`src/rtl/vx_stream_pkt_arb.sv`:
```
// Packet-aware round-robin N:1 stream arbiter feeding a two-entry registered skid buffer.
// Latency: 1 cycle from input accept to valid_out; backpressure: ready_in is registered-only (at most one beat lands in the skid).
module vx_stream_pkt_arb #(
    parameter int NUM_INPUTS     = 4,
    parameter int DATAW          = 32,
    parameter int LOG_NUM_INPUTS = (NUM_INPUTS > 1) ? $clog2(NUM_INPUTS) : 1
) (
    input  logic                        clk,
    input  logic                        reset,
    input  logic [NUM_INPUTS-1:0]       valid_in,
    input  logic [NUM_INPUTS*DATAW-1:0] data_in,
    input  logic [NUM_INPUTS-1:0]       last_in,
    output logic [NUM_INPUTS-1:0]       ready_in,
    output logic                        valid_out,
    output logic [DATAW-1:0]            data_out,
    output logic                        last_out,
    output logic [LOG_NUM_INPUTS-1:0]   sel_out,
    input  logic                        ready_out,
    output logic                        locked
);

    typedef struct packed {
        logic [DATAW-1:0]          dat;
        logic                      last;
        logic [LOG_NUM_INPUTS-1:0] idx;
    } beat_t;

    typedef enum logic [1:0] {
        BUF_EMPTY = 2'd0,
        BUF_ONE   = 2'd1,
        BUF_FULL  = 2'd2
    } buf_state_t;

    localparam logic [LOG_NUM_INPUTS:0]   NUM_W    = (LOG_NUM_INPUTS+1)'(NUM_INPUTS);
    localparam logic [LOG_NUM_INPUTS-1:0] LAST_IDX = LOG_NUM_INPUTS'(NUM_INPUTS - 1);

    buf_state_t                state, state_nxt;
    beat_t                     out_beat, skid_beat, beat_in;
    logic [LOG_NUM_INPUTS-1:0] ptr, lock_idx;
    logic                      locked_q;

    logic                      scan_vld;
    logic [LOG_NUM_INPUTS-1:0] scan_idx;
    logic [LOG_NUM_INPUTS:0]   cand;
    logic [LOG_NUM_INPUTS-1:0] grant_idx;
    logic                      grant_vld;
    logic                      grant_en;
    logic                      buf_ready;
    logic                      in_fire;
    logic [LOG_NUM_INPUTS-1:0] ptr_nxt;
    logic                      load_out, load_skid, out_from_skid;

    // First valid input scanning from ptr upward, wrapping at NUM_INPUTS.
    always_comb begin
        scan_vld = 1'b0;
        scan_idx = ptr;
        cand     = '0;
        for (int i = 0; i < NUM_INPUTS; i++) begin
            cand = {1'b0, ptr} + (LOG_NUM_INPUTS+1)'(i);
            if (cand >= NUM_W) begin
                cand = cand - NUM_W;
            end
            if (!scan_vld && valid_in[cand[LOG_NUM_INPUTS-1:0]]) begin
                scan_vld = 1'b1;
                scan_idx = cand[LOG_NUM_INPUTS-1:0];
            end
        end
    end

    assign grant_idx = locked_q ? lock_idx : scan_idx;
    // A locked grant stays asserted through bubbles so no other input can slip in.
    assign grant_en  = locked_q || scan_vld;
    assign buf_ready = reset && (state != BUF_FULL);

    always_comb begin
        grant_vld    = 1'b0;
        beat_in.dat  = '0;
        beat_in.last = 1'b0;
        beat_in.idx  = grant_idx;
        ready_in     = '0;
        for (int i = 0; i < NUM_INPUTS; i++) begin
            if (grant_idx == LOG_NUM_INPUTS'(i)) begin
                grant_vld    = valid_in[i];
                beat_in.dat  = data_in[i*DATAW +: DATAW];
                beat_in.last = last_in[i];
                ready_in[i]  = buf_ready && grant_en;
            end
        end
    end

    assign in_fire = grant_vld && grant_en && buf_ready;
    assign ptr_nxt = (grant_idx == LAST_IDX) ? '0 : grant_idx + 1'b1;

    always_comb begin
        state_nxt     = state;
        load_out      = 1'b0;
        load_skid     = 1'b0;
        out_from_skid = 1'b0;
        case (state)
            BUF_EMPTY: begin
                if (in_fire) begin
                    load_out  = 1'b1;
                    state_nxt = BUF_ONE;
                end
            end
            BUF_ONE: begin
                if (in_fire && ready_out) begin
                    load_out = 1'b1;
                end else if (in_fire) begin
                    load_skid = 1'b1;
                    state_nxt = BUF_FULL;
                end else if (ready_out) begin
                    state_nxt = BUF_EMPTY;
                end
            end
            BUF_FULL: begin
                if (ready_out) begin
                    out_from_skid = 1'b1;
                    state_nxt     = BUF_ONE;
                end
            end
            default: state_nxt = BUF_EMPTY;
        endcase
    end

    always_ff @(posedge clk or negedge reset) begin
        if (!reset) begin
            state     <= BUF_EMPTY;
            out_beat  <= '0;
            skid_beat <= '0;
        end else begin
            state <= state_nxt;
            if (out_from_skid) begin
                out_beat <= skid_beat;
            end else if (load_out) begin
                out_beat <= beat_in;
            end
            if (load_skid) begin
                skid_beat <= beat_in;
            end
        end
    end

    always_ff @(posedge clk or negedge reset) begin
        if (!reset) begin
            ptr      <= '0;
            lock_idx <= '0;
            locked_q <= 1'b0;
        end else if (in_fire) begin
            if (beat_in.last) begin
                locked_q <= 1'b0;
                ptr      <= ptr_nxt;
            end else begin
                locked_q <= 1'b1;
                lock_idx <= grant_idx;
            end
        end
    end

    assign valid_out = (state != BUF_EMPTY);
    assign data_out  = out_beat.dat;
    assign last_out  = out_beat.last;
    assign sel_out   = out_beat.idx;
    assign locked    = locked_q;

endmodule

```
`config.mk`:
```
export PLATFORM = sky130hd
export DESIGN_NAME = vx_stream_pkt_arb
export DESIGN_NICKNAME = d
export VERILOG_FILES = /design/src/rtl/vx_stream_pkt_arb.sv
export SDC_FILE = /design/constraint.sdc
export NUM_CORES = 1
export LEC_CHECK = 0
export ABC_AREA = 1
export ABC_CLOCK_PERIOD_IN_PS = 3600
export BUFFER_PORTS_ARGS = -buffer_cell sky130_fd_sc_hd__buf_2
export CAP_MARGIN = 10
export CELL_PAD_IN_SITES_DETAIL_PLACEMENT = 0
export CELL_PAD_IN_SITES_GLOBAL_PLACEMENT = 1
export CORE_MARGIN = 3
export CORE_UTILIZATION = 35
export CTS_BUF_LIST = sky130_fd_sc_hd__clkbuf_4
export CTS_CLUSTER_DIAMETER = 30
export DETAILED_ROUTE_END_ITERATION = 8
export PLACE_DENSITY = 0.89
export SLEW_MARGIN = 15
export SYNTH_ARGS = -nofsm -noshare
export SYNTH_HDL_FRONTEND = slang
export SYNTH_SLANG_ARGS = --single-unit
```
`constraint.sdc`:
```
create_clock -name clk -period 3.6 [get_ports clk]
set_input_delay 0.36 -clock clk [delete_from_list [all_inputs] [get_ports clk]]
set_output_delay 0.36 -clock clk [all_outputs]
set_load 0.05 [all_outputs]
```
### Yosys cells after proc, flatten, opt, wreduce, memory -nomap -nowiden

Index checks and enable logic that the tools add are counted.

| storage, ports and cells | value |
|---|---|
| flip-flop bits (word level) | 77 |
| bits of input ports | 139 |
| output and inout port bits | 41 |

| operators by class | value |
|---|---|
| add/sub/neg operators | 8 |
| $lt $le $gt $ge | 8 |
| equal/unequal tests | 10 |
| muxes and demuxes | 50 |
| bitwise gates (word level) | 1 |
| reductions and logical operators | 19 |

Operator list:

| cell | count |
|---|---|
| two-way mux 33 bit | 4 |
| two-way mux 35 bit | 2 |
| two-way mux 2 bit | 15 |
| two-way mux 1 bit | 23 |
| < comparator 2 x 3 -> 1 bit (second input constant) | 4 |
| >= comparator 3 bit (second input constant) | 3 |
| binary-select mux 1 bit (select 2 bit) | 4 |
| logical AND 1 bit | 8 |
| != test 2 bit (second input constant) | 4 |
| subtractor 2 x 1 -> 2 bit (second input constant) | 4 |
| adder 2 x 2 -> 3 bit (second input constant) | 2 |
| equality test 2 bit (second input constant) | 3 |
| one-hot mux 2 bit (3 select lines) | 1 |
| equality test 2 x 1 -> 1 bit (second input constant) | 2 |
| logical NOT 2 bit | 2 |
| AND reduction 2 bit | 2 |
| AND reduction 4 bit | 1 |
| nonzero test 2 bit | 2 |
| adder 2 x 1 -> 3 bit (second input constant) | 1 |
| >= comparator 2 x 3 -> 1 bit (second input constant) | 1 |
| logical NOT 1 bit | 3 |
| != test 3 bit (second input constant) | 1 |
| adder 2 x 1 -> 2 bit (second input constant) | 1 |
| one-hot mux 1 bit (2 select lines) | 1 |
| other kinds (2) | 2 |

### Depth between registers and ports, before layout

| logic depth | value |
|---|---|
| depth after elaboration | 27 |
| mapped depth | 26 |
| depth with buffers taken out | 24 |

### Worst setup path after synthesis

No wires, ideal clock.

| path | value |
|---|---|
| path kind | reg-to-output |
| start | register ptr[1] |
| end | output ready_in[3] |
| arrival | 2.594 ns |
| data required time | 3.240 ns |
| path slack | 0.646 ns |
| cell stages (with the launch flop) | 20 |
| cell sequence | dfrtp_1 > buf_4 > inv_2 > nand2_1 > nand2_1 > nand2_1 > nand2_2 > nand2_1 > nand2_1 > nand2_1 > nand2_1 > nand2_1 > nand2_2 > nand2_4 > inv_1 > ha_1 > buf_2 > inv_2 > clkbuf_1 > nor2_1 |

RTL lines:

| what | line | text |
|---|---|---|
| start, declared | 39 | `logic [LOG_NUM_INPUTS-1:0] ptr, lock_idx;` |
| start signal, assigned | 152 | `ptr <= ptr_nxt;` |
| end, declared | 13 | `output logic [NUM_INPUTS-1:0] ready_in,` |

==> tab_implementation.tex <==
\begin{tabular}{lr}
\hline
Metric & Value \\
\hline
\multicolumn{2}{l}{\textbf{Routing}} \\
\quad Post-route ant nets & 0 \\
\quad Remaining design rule violation count & 0 \\
\quad Per-cell via count in the routed design & 4.714 \\
\quad Total via count after detailed routing & 5200 \\
\quad Average routed wire per standard cell & between 10 and 15 um \\
\quad 1st-pass router iterations & 5 \\
\quad Number of DRC markers after the initial detailed-route iteration & roughly 330 \\
\quad Post-Route WL & 14830 um \\
\multicolumn{2}{l}{\textbf{Placed design}} \\
\quad Final Wtd Congestion & 0.8342 \\
\quad Cell area reported after detailed placement & between 5000 and 6000 sq um \\
\quad Number of I/O port buffers & 179 \\
\quad Dpl hpwl & $\sim$11000 um \\
\multicolumn{2}{l}{\textbf{Synthesis}} \\
\quad Mean cell area of the mapped netlist & roughly 6.5 sq um \\
\quad Warning count from the yosys run & 0 \\
\quad Yosys reg bits & 77 \\
\quad Synthesized area & 4969 sq um \\
\quad Net Count, Synth & 907 \\
\quad Count of cell types in the netlist & 28 \\
\quad Instance count of the mapped netlist & 764 \\
\quad Share of synthesized area occupied by flip-flops and latches & 38.78\% \\
\multicolumn{2}{l}{\textbf{Floorplanning}} \\
\quad Width of the die & 125.1 um \\
\quad Die area & 15660 sq um \\
\quad Row cnt & 42 \\
\quad Die height & 125.1 um \\
\quad I/O pin cnt & 180 \\
\quad Floorplan core area & 13560 sq um \\
\quad Initial Util & 36.65\% \\
\multicolumn{2}{l}{\textbf{CTS}} \\
\quad Clock tree from TritonCTS & done \\
\quad Maximum level of the CTS H-tree & 3 \\
\quad Clock transition at the register clock pins on the worst setup and hold paths after CTS & $\sim$0.13 ns \\
\quad Clock net sink count & 77 \\
\quad Clock Root Buffer & sky130\_fd\_sc\_hd\_\_clkbuf\_4 \\
\quad Clock latency of the later-clocked register in the worst-skew pair & approximately 0.43 ns \\
\quad Total clock buffers created by CTS & 9 \\
\quad Number of buffers on the longest clock path & 2 \\
\quad Post-CTS setup buffer count & 0 \\
\multicolumn{2}{l}{\textbf{Power}} \\
\quad Leak pwr & 3.334 nW \\
\quad Sequential Power Share & 20.2\% \\
\quad Power per unit of standard cell area & 1175 nW/um\^{}2 \\
\quad P\_sw & 4.102 mW \\
\quad Part of the power in combinational logic & between 70\% and 80\% \\
\quad Share of total power in the clock network & 8.3\% \\
\quad P\_int & approximately 3.1 mW \\
\quad Fraction of power spent switching nets & 56.60\% \\
\quad Largest voltage drop on the vdd net & about 0.00043 V \\
\multicolumn{2}{l}{\textbf{Run}} \\
\quad Maximum capacitance violations & 0 \\
\multicolumn{2}{l}{\textbf{GRT}} \\
\quad Total global-route track usage & 19.39\% \\
\quad Via count of the first global-routing pass & 5096 \\
\quad M3 GR Usage & 4.648\% \\
\quad GRT met2 Usage & 33.47\% \\
\quad Wire length of the first global-routing pass & 25110 um \\
\quad M1 GR Usage & between 20\% and 30\% \\
\quad GR peak layer & met2 \\
\quad Global-route congestion overflow total & 0 \\
\quad Antenna violations before repair & 0 \\
\quad Maximum number of pins on one net before global-route repair & between 60 and 70 \\
\multicolumn{2}{l}{\textbf{Setup path}} \\
\quad CP Launch Type & flip-flop \\
\quad Register-to-Register Setup Slack & 0.37 ns \\
\quad Sort of element at the end of the critical path & output port \\
\quad Launch instance of the worst register-to-register path & ptr[0] \\
\quad Destination of the worst register-to-register timing path & skid\_beat[29] \\
\quad Cells on worst reg2reg path & 22 \\
\quad Worst endpoint data arrival time & 2.96 ns \\
\quad Crit Path Category & reg -> out \\
\quad Maximum fanout encountered on the critical timing path & 34 \\
\quad Worst EP required & 3.24 ns \\
\multicolumn{2}{l}{\textbf{Cells and area}} \\
\quad \# diodes & 0 \\
\quad Count of nets after finishing & 1066 \\
\quad Most common cell after layout, fill and taps aside & sky130\_fd\_sc\_hd\_\_nand2\_1 \\
\quad Growth of design area from synthesis to finish & 24.18\% \\
\quad Post-layout instance area & 6170 sq um \\
\quad Commonest non-fill, non-tap cells in the layout & 328 x sky130\_fd\_sc\_hd\_\_nand2\_1, 176 x sky130\_fd\_sc\_hd\_\_buf\_2, 79 x sky130\_fd\_sc\_hd\_\_o21ai\_0 \\
\quad Share of cells above drive strength 1 & 26.00\% \\
\multicolumn{2}{l}{\textbf{Timing}} \\
\quad Maximum clock frequency & roughly 300 MHz \\
\quad Worst slew margin & 53.96\% \\
\quad Worst clock skew & 0.01356 ns \\
\quad Total of endpoints with negative setup slack in the final report & 0 \\
\quad RSZ-0062 raised after global routing & yes \\
\quad Worst hold slack after final layout & roughly 0.16 ns \\
\quad Minimum clock period after layout & 3.321 ns \\
\quad Slew at the pin with the worst max-slew slack & $\sim$0.69 ns \\
\quad Max-slew violation count & 0 \\
\quad Final-report hold violation count & 0 \\
\quad Final worst path period share & 92.24\% \\
\multicolumn{2}{l}{\textbf{Outcome}} \\
\quad Run status & finished, final reports clean \\
\multicolumn{2}{l}{\textbf{Worst hold path}} \\
\quad Worst Hold Depth & 2 \\
\quad Launch point of the worst hold path & ready\_out \\
\quad Worst Hold Path EP & state[1] \\
\quad Worst hold path type & in -> reg \\
\hline
\end{tabular}
==> flip-flops by register name (all words and copies together) (netlist names) <==
register	cells
sel_out	2
skid_beat	35
state	2
lock_idx	2
ptr	2
locked	1
data_out	32
last_out	1
==> metal layers <==
metal  routed length [um]  vias up
met5                    0        -
met4                  110        0
met3                  944        9
met2                 7039      153
met1                 6734     2314
li1                     -     2724
==> critical path: stages (launching register included) <==
cell and delay [ns]:
sky130_fd_sc_hd__dfrtp_2 0.49, sky130_fd_sc_hd__buf_4 0.18, sky130_fd_sc_hd__nand2_1 0.07, sky130_fd_sc_hd__nand2_1 0.10
sky130_fd_sc_hd__nand2_1 0.09, sky130_fd_sc_hd__nand2_2 0.09, sky130_fd_sc_hd__nor2_4 0.12, sky130_fd_sc_hd__nand3_2 0.08
sky130_fd_sc_hd__nand2_1 0.07, sky130_fd_sc_hd__nand2_1 0.06, sky130_fd_sc_hd__nand2_2 0.09, sky130_fd_sc_hd__nand2_4 0.08
sky130_fd_sc_hd__inv_1 0.09, sky130_fd_sc_hd__ha_2 0.29, sky130_fd_sc_hd__inv_2 0.07, sky130_fd_sc_hd__buf_6 0.20
sky130_fd_sc_hd__nor2_1 0.13, sky130_fd_sc_hd__clkbuf_4 0.24
==> cell type report <==
cell class	instances	area (sq um)
tap	176	220.2
inverter	60	227.7
multi-input combinational	579	2559
fill	1477	7388
sequential	77	1929
timing repair buffer	196	1074
clock inverter	5	85.08
clock buffer	10	75.07
==> worst max-delay path by stage <==
stage                start            to  cells after the start
floorplan           ptr[1]   ready_in[3]                     19
global placement    ptr[0]  data_out[17]                     23
detailed placement  ptr[0]      state[0]                     21
CTS                 ptr[0]   ready_in[0]                     17
global route        ptr[0]   ready_in[3]                     18
finish              ptr[0]   ready_in[3]                     17
==> synthesized netlist by cell type (all sizes together) <==
cell / n / area share, %
dfrtp: 77 / 39
o21ai: 106 / 11
nand2: 334 / 26
clkbuf: 17 / 1.3
inv: 60 / 4.5
o211ai: 2 / 0.40
nand3: 18 / 2.1
a21boi: 1 / 0.15
o22ai: 1 / 0.13
ha: 4 / 1.0
or2: 1 / 0.13
o31ai: 1 / 0.25
nand4: 2 / 0.38
buf: 31 / 4.1
a21oi: 65 / 6.5
nor2: 44 / 3.6
==> stage by stage <==
step	TNS (ns)	utilization, %	setup WS, ns	instances	power, mW
detailed placement	0	44.05	0.2255	1087	6.660
global placement	0	44.05	0.3277	1087	6.598
global route	-0.02528	45.51	-0.02075	1103	8.146
floorplan	0	-	0.6461	764	5.410
CTS	0	45.30	0.03479	1103	7.283
finish	0	45.51	0.2794	1103	7.247
==> logic make-up after synthesis <==
logic type / synth area share (%)
compound gates: 18.46
fa+ha+maj: 1.007
buf+inv: 9.871
flops: 38.78
simple gates: 31.88
==> power by group through the flow <==
stage / Clock [mW] / Combinational (mW) / Sequential [mW]
6_report: 0.604 / 5.18 / 1.46
5_1_grt: 0.667 / 5.97 / 1.51
4_1_cts: 0.625 / 5.20 / 1.46
3_5_place_dp: 0 / 5.18 / 1.48
3_3_place_gp: 0 / 5.13 / 1.47
2_1_floorplan: 0 / 3.37 / 2.04
==> timing repair <==
item | 4_1_cts | 5_1_grt
hold buffers | 1 | 0
hold endpoints to repair | 22 | 0
setup endpoints to repair | 0 | 68
gates resized for setup | 0 | 11
(Power assumes the default switching activity.)
